[src/rtl/rf_bypass_if.sv]
// Register-file port bundle: two read ports with busy status, one write-back port,
// one reservation port and the sticky protocol-error flag.
interface rf_bypass_if;
    logic [2:0]  read1RegSel;
    logic [2:0]  read2RegSel;
    logic [15:0] read1Data;
    logic [15:0] read2Data;
    logic [2:0]  writeRegSel;
    logic [15:0] writeData;
    logic        writeEn;
    logic [2:0]  reserveSel;
    logic        reserveEn;
    logic        busy1;
    logic        busy2;
    logic        err;

    modport master (
        output read1RegSel, read2RegSel, writeRegSel, writeData, writeEn,
               reserveSel, reserveEn,
        input  read1Data, read2Data, busy1, busy2, err
    );

    modport slave (
        input  read1RegSel, read2RegSel, writeRegSel, writeData, writeEn,
               reserveSel, reserveEn,
        output read1Data, read2Data, busy1, busy2, err
    );
endinterface

[src/rtl/rf_bypass.sv]
// Two-read/one-write register file with per-register busy scoreboard, optional
// same-cycle write-to-read forwarding and a sticky unreserved-write error flag.
module rf_bypass #(
    parameter int BYPASS = 1,
    parameter int NREG   = 8
) (
    input  logic        clk,
    input  logic        rst_n,
    rf_bypass_if.slave  bus
);
    localparam int DATA_W = 16;
    localparam int SEL_W  = 3;

    logic [DATA_W-1:0] regs_q [NREG];
    logic [DATA_W-1:0] regs_d [NREG];
    logic [NREG-1:0]   busy_q, busy_d;
    logic              err_q, err_d;

    logic [DATA_W-1:0] rd1_store, rd2_store;
    logic              bz1_store, bz2_store;
    logic              wr_busy;
    logic              wr_hit1, wr_hit2, rsv_hit1, rsv_hit2;

    // Selects beyond NREG read as zero / not busy and are never written.
    always_comb begin
        rd1_store = '0;
        rd2_store = '0;
        bz1_store = 1'b0;
        bz2_store = 1'b0;
        wr_busy   = 1'b0;
        for (int i = 0; i < NREG; i++) begin
            if (bus.read1RegSel == SEL_W'(i)) begin
                rd1_store = regs_q[i];
                bz1_store = busy_q[i];
            end
            if (bus.read2RegSel == SEL_W'(i)) begin
                rd2_store = regs_q[i];
                bz2_store = busy_q[i];
            end
            if (bus.writeRegSel == SEL_W'(i)) begin
                wr_busy = busy_q[i];
            end
        end
    end

    // Reservation is applied after the write-back clear so a same-index
    // reserve in the write cycle leaves the register busy.
    always_comb begin
        regs_d = regs_q;
        busy_d = busy_q;
        err_d  = err_q;
        for (int i = 0; i < NREG; i++) begin
            if (bus.writeEn && (bus.writeRegSel == SEL_W'(i))) begin
                regs_d[i] = bus.writeData;
                busy_d[i] = 1'b0;
            end
            if (bus.reserveEn && (bus.reserveSel == SEL_W'(i))) begin
                busy_d[i] = 1'b1;
            end
        end
        if (bus.writeEn && !wr_busy) begin
            err_d = 1'b1;
        end
    end

    always_ff @(posedge clk or negedge rst_n) begin
        if (!rst_n) begin
            for (int i = 0; i < NREG; i++) begin
                regs_q[i] <= '0;
            end
            busy_q <= '0;
            err_q  <= 1'b0;
        end else begin
            regs_q <= regs_d;
            busy_q <= busy_d;
            err_q  <= err_d;
        end
    end

    assign wr_hit1  = (BYPASS != 0) && bus.writeEn && (bus.writeRegSel == bus.read1RegSel);
    assign wr_hit2  = (BYPASS != 0) && bus.writeEn && (bus.writeRegSel == bus.read2RegSel);
    assign rsv_hit1 = bus.reserveEn && (bus.reserveSel == bus.read1RegSel);
    assign rsv_hit2 = bus.reserveEn && (bus.reserveSel == bus.read2RegSel);

    // Forwarding is gated by rst_n so outputs read zero throughout reset.
    assign bus.read1Data = !rst_n ? '0 : (wr_hit1 ? bus.writeData : rd1_store);
    assign bus.read2Data = !rst_n ? '0 : (wr_hit2 ? bus.writeData : rd2_store);
    assign bus.busy1     = rst_n && bz1_store && !(wr_hit1 && !rsv_hit1);
    assign bus.busy2     = rst_n && bz2_store && !(wr_hit2 && !rsv_hit2);
    assign bus.err       = err_q;
endmodule
[src/flat_wrapper.sv]
// flat-port wrapper written by rule: the top's interface ports become plain ports
module rf_bypass_flat 
#(
    parameter int BYPASS = 1,
    parameter int NREG   = 8
)
  (clk, rst_n, bus_read1RegSel, bus_read2RegSel, bus_writeRegSel, bus_writeData, bus_writeEn, bus_reserveSel, bus_reserveEn, bus_read1Data, bus_read2Data, bus_busy1, bus_busy2, bus_err);
  rf_bypass_if bus_i ();
  input  logic clk;
  input  logic rst_n;
  input wire logic [$bits(bus_i.read1RegSel)-1:0] bus_read1RegSel;
  input wire logic [$bits(bus_i.read2RegSel)-1:0] bus_read2RegSel;
  input wire logic [$bits(bus_i.writeRegSel)-1:0] bus_writeRegSel;
  input wire logic [$bits(bus_i.writeData)-1:0] bus_writeData;
  input wire logic [$bits(bus_i.writeEn)-1:0] bus_writeEn;
  input wire logic [$bits(bus_i.reserveSel)-1:0] bus_reserveSel;
  input wire logic [$bits(bus_i.reserveEn)-1:0] bus_reserveEn;
  output wire logic [$bits(bus_i.read1Data)-1:0] bus_read1Data;
  output wire logic [$bits(bus_i.read2Data)-1:0] bus_read2Data;
  output wire logic [$bits(bus_i.busy1)-1:0] bus_busy1;
  output wire logic [$bits(bus_i.busy2)-1:0] bus_busy2;
  output wire logic [$bits(bus_i.err)-1:0] bus_err;
  assign bus_i.read1RegSel = bus_read1RegSel;
  assign bus_i.read2RegSel = bus_read2RegSel;
  assign bus_i.writeRegSel = bus_writeRegSel;
  assign bus_i.writeData = bus_writeData;
  assign bus_i.writeEn = bus_writeEn;
  assign bus_i.reserveSel = bus_reserveSel;
  assign bus_i.reserveEn = bus_reserveEn;
  assign bus_read1Data = bus_i.read1Data;
  assign bus_read2Data = bus_i.read2Data;
  assign bus_busy1 = bus_i.busy1;
  assign bus_busy2 = bus_i.busy2;
  assign bus_err = bus_i.err;
  rf_bypass #(.BYPASS(BYPASS), .NREG(NREG)) u_core (.clk(clk), .rst_n(rst_n), .bus(bus_i));
endmodule
[config.mk]
export PLATFORM = sky130hd
export DESIGN_NAME = rf_bypass_flat
export DESIGN_NICKNAME = d
export VERILOG_FILES = /design/src/rtl/rf_bypass_if.sv /design/src/rtl/rf_bypass.sv /design/src/flat_wrapper.sv
export SDC_FILE = /design/constraint.sdc
export NUM_CORES = 1
export LEC_CHECK = 0
export ABC_AREA = 1
export CORE_ASPECT_RATIO = 0.9
export CORE_MARGIN = 8
export CORE_UTILIZATION = 59
export CTS_CLUSTER_SIZE = 20
export DETAILED_ROUTE_END_ITERATION = 7
export PLACE_DENSITY_LB_ADDON = 0.05
export SLEW_MARGIN = 20
export SYNTH_ARGS = -nofsm -noshare
export SYNTH_HDL_FRONTEND = slang
export SYNTH_SLANG_ARGS = --single-unit
[constraint.sdc]
create_clock -name clk -period 1.91 [get_ports clk]
set_input_delay 0.382 -clock clk [delete_from_list [all_inputs] [get_ports clk]]
set_output_delay 0.382 -clock clk [all_outputs]
set_load 0.01 [all_outputs]
# Word-level counts from Yosys, hierarchy flattened
# Index checks and enable logic that the tools add are counted.
# op_classes
n_eq_ne	32
n_mux	60
n_reduce_logical	44
# op_table
op	count
2-to-1 mux 16 bit	20
equality test 3 bit, second input constant	16
2-to-1 mux 1 bit	40
logical AND 1 bit	27
equality test 3 x 2 -> 1 bit, second input constant	8
nonzero test 2 bit	8
equality test 3 x 1 -> 1 bit, second input constant	4
equality test 3 bit	4
logical NOT 3 bit	4
logical NOT 1 bit	5
# totals
regBits	137
input_bits	32
out_inout_bits	35
word_cells	153

# Depth between registers and ports, before layout
# logic_depth
word_depth	11
ltp_mapped	11
ltp_nobuf	10

# Worst setup path after synthesis
# Ideal clock, no wire load.
# synth_timing
path_type	in2out
from	input port bus_read2RegSel[1]
to	output port bus_read2Data[11]
arrival_time_ns	1.475
required_time_ns	1.528
path_slack_ns	0.053
stages	8
n_path_buf	2
path_cell_list	buf_4 -> inv_2 -> nand2_1 -> nand3_2 -> nor3_4 -> buf_4 -> a21oi_1 -> a21oi_1
# synth_via
elab_chain_cells	11
elab_cells_between_ends	20
cone_classes	eq/ne: 8; mux: 10; reduce/logical: 2
# synth_lines
element	line_no	rtl
start, declared	flat_wrapper.sv:12	input wire logic [$bits(bus_i.read2RegSel)-1:0] bus_read2RegSel;
logical NOT 3 bit	rf_bypass.sv:36	if (bus.read2RegSel == SEL_W'(i)) begin
2-to-1 mux 16 bit (8 in series)	rf_bypass.sv:36	
2-to-1 mux 16 bit (*) (2 in series)	rf_bypass.sv:87	assign bus.read2Data = !rst_n ? '0 : (wr_hit2 ? bus.writeData : rd2_store);
end, declared	flat_wrapper.sv:19	output wire logic [$bits(bus_i.read2Data)-1:0] bus_read2Data;
# Mark *: on every way between the ends. The rest lies on a longest branch, timed or not.

# Worst setup path after layout
# layout_timing
from	input port bus_read2RegSel[1]
to	output port bus_read2Data[10]
# The elaborated chain is that of the path after synthesis.

==> impl_metrics.env <==
export IMPL_status="complete, but fails checks"
export IMPL_violations="negative setup slack"
export IMPL_place_inst=1462
export IMPL_min_period_ps=2315
export IMPL_drive_gt1_share_pct=31.13
export IMPL_gp_congestion=0.9838
export IMPL_critPathKind="in -> out"
export IMPL_cap_violations=0
export IMPL_cts_tree="yes"
export IMPL_synth_seq_area_share_pct=41.76
export IMPL_met3_usage_pct=7.967
export IMPL_grtUsageTotal_pct=35.15
export IMPL_vias=9915
export IMPL_die_x_um=140.3
export IMPL_cp_end_kind="output pin"
export IMPL_io_pins=67
export IMPL_synth_top_cell_by_area="dfrtp_1"
export IMPL_stdcell_count=1534
export IMPL_finalCritPeriodShare_pct=121.2
export IMPL_grt_pass1_vias=9190
export IMPL_syn_area_um2=8209
export IMPL_slew_violations=0
export IMPL_grt_pass1_wl_um=49510
export IMPL_final_nets=1381
export IMPL_maxSlewHeadroom_pct=48.83
export IMPL_synth_top_area_share_pct=41.76
export IMPL_setup_violations=34
export IMPL_synth_area_leaders="dfrtp_1 42%, nand2_1 16%, o21ai_0 9.7%, nand4_1 7.8%, inv_1 4.6%"
export IMPL_ys_warn_count=0
export IMPL_cts_max_level=4
export IMPL_multi_input_area_um2=4613
export IMPL_dpl_hpwl_um=20090
export IMPL_dr_pass1_iters=6
export IMPL_setup_worst_path_start_class="input pin"
export IMPL_antenna_found_initial=0
export IMPL_fill_cells=798
export IMPL_p_per_area_nw_per_um2=844.1
export IMPL_core_area_um2=13800
export IMPL_regArea_um2=3428
export IMPL_syn_inst=1166
export IMPL_port_buffers=66
export IMPL_antenna_cells=0
export IMPL_cts_root_buf="clkbuf_16"
export IMPL_ys_seq_elements=137
export IMPL_viasPerCell=6.463
export IMPL_clkLatencyLatePin_ps=430
export IMPL_setup_ws_ps=-405.4
export IMPL_finalHoldViolations=0
export IMPL_wl_per_cell_um=22.39
export IMPL_worst_pin_slew_ps=761.7
export IMPL_grt_setup_unrepaired="true"
export IMPL_met2_usage_pct=56.93
export IMPL_gr_max_usage_layer="met2"
export IMPL_wl_um=34350
export IMPL_synth_distinct_cells=30
export IMPL_hold_class="in -> async"
export IMPL_synth_avg_cell_area_um2=7.040
export IMPL_worstPathRequired_ps=1530
export IMPL_rows=41
export IMPL_ctsLongestPathBuffers=2
export IMPL_grt_max_degree=57
export IMPL_initial_core_util_pct=59.49
export IMPL_grt_use_met1_pct=40.93
export IMPL_ir_drop_uv=730.3
export IMPL_path_clk_slew_ps=70
export IMPL_die_h_um=127.9
export IMPL_numCtsBuffers=17
export IMPL_ant_nets=0
export IMPL_clock_fmax_mhz=431.9
export IMPL_cp_arrival_ps=1930
export IMPL_syn2layout_area_growth_pct=43.50
export IMPL_cts_sink_count=137
export IMPL_worst_path_max_fanout=5
export IMPL_skew_ps=2.283
export IMPL_power_uw=9943
export IMPL_syn_num_nets=1198
export IMPL_drc=0
export IMPL_overflow=0
export IMPL_p_leak_uw=0.005589
export IMPL_drt_iter0_drc=1316
export IMPL_dieArea_um2=17950
## cell type report
type | count | share of cell area, %
tap | 172 | 1.827
timing repair buffer | 240 | 21.03
clock inverter | 15 | 1.529
clock buffer | 17 | 3.611
sequential | 137 | 29.10
inverter | 110 | 3.739
multi-input combinational | 843 | 39.16
## flip-flops by register name (all words and copies together), names as in the netlist
register / cells
u_core.bus.err: 1
u_core.busy_q: 8
u_core.regs_q: 128
## critical path: stages
cell,delay (ps)
buf_12,110
buf_8,130
nor3_1,640
buf_4,240
nand2_1,50
nand2_1,80
nand3_1,70
nand2_1,80
inv_1,50
buf_6,110
## cells in the mapped netlist
library cell / count
nand2b_2: 1
nor2_2: 4
buf_2: 25
nand3_1: 51
clkbuf_1: 32
nor3_1: 3
dfrtp_1: 137
nor2_1: 79
nand3_2: 4
or2_2: 3
buf_1: 2
o21ai_0: 159
buf_6: 3
o32ai_1: 2
o21a_1: 1
xor2_1: 2
nor3_4: 5
nand4_1: 103
inv_4: 1
buf_4: 12
inv_1: 101
clkbuf_2: 2
inv_2: 8
a32o_1: 4
o21ai_1: 6
o211ai_1: 3
o31ai_1: 2
xnor2_1: 5
nand2_1: 342
a21oi_1: 64
## layer usage
layer / part of all wire (%) / vias to the layer above
met5: 0 / -
met4: 8.1 / 0
met3: 11 / 239
met2: 46 / 782
met1: 35 / 4651
li1: - / 4243
## metrics by stage
stage          util [%]  hold slack [ps]  TNS, ps  worst slack (ps)  area [um^2]
2_1_floorplan         -            86.41        0             52.68         8209
3_3_place_gp      72.98            216.5   -47380             -1020        10070
6_report          85.37            35.87    -7451            -405.4        11780
5_1_grt           85.37            41.48    -9417            -459.5        11780
4_1_cts           81.64            26.64    -5310            -249.7        11270
3_5_place_dp      72.98            216.5   -47370             -1014        10070
## timing repair
item	in CTS	in global routing
setup endpoints to repair	34	34
hold endpoints to repair	11	0
cloned	5	2
gates resized for setup	301	144
buffers inserted	25	9
hold buffers	5	0
pin swaps	67	103
## power breakdown
part | total (uW) | internal, uW | switching, uW | leakage, uW
combinational | 2470 | 1010 | 1460 | 0.00359
clock | 3490 | 1980 | 1500 | 0.000295
sequential | 3990 | 3450 | 535 | 0.00171
total | 9940 | 6440 | 3500 | 0.00559
## worst paths after layout
kind / start / end / slack [ps] / cells after the start
worst max-delay path: bus_read2RegSel[1] / bus_read2Data[10] / -410 / 10
worst min-delay path: rst_n / u_core.regs_q[38]$_DFFE_PN0P_ / 40 / 2
worst max register to register: u_core.busy_q[2]$_DFFE_PN0P_ / u_core.bus.err$_DFFE_PN0P_ / 760 / 6
worst min register to register: u_core.bus.err$_DFFE_PN0P_ / u_core.bus.err$_DFFE_PN0P_ / 470 / 2
max in group asynchronous: rst_n / u_core.regs_q[51]$_DFFE_PN0P_ / 1170 / 3
min in group clk: u_core.bus.err$_DFFE_PN0P_ / u_core.bus.err$_DFFE_PN0P_ / 470 / 2
## cells in the final DEF (no fill, tap or decap), types with 8 or more instances in the layout
cell type,instances
clkdlybuf4s50_1,18
inv_1,97
buf_12,37
buf_8,8
nor2_1,33
nand2_2,27
clkbuf_16,19
nor2_2,38
buf_2,34
nand4_1,103
buf_4,104
a21oi_1,18
dfrtp_1,137
nor2_4,12
buf_6,26
o21ai_0,153
o21ai_1,11
nand3_1,30
nand2_1,310
a21oi_2,45
nand3_2,19
## cell families after synthesis
family                    count (synthesis)  synth area share [%]
DFF                                     137                 41.76
xor gates and xnor gates                  7                0.7469
AOI/OAI and AO/OA                       241                 15.21
and+or+nand+nor                         595                 32.51
buffers and inverters                   186                 9.770
Power figures use the tool's default switching activity.
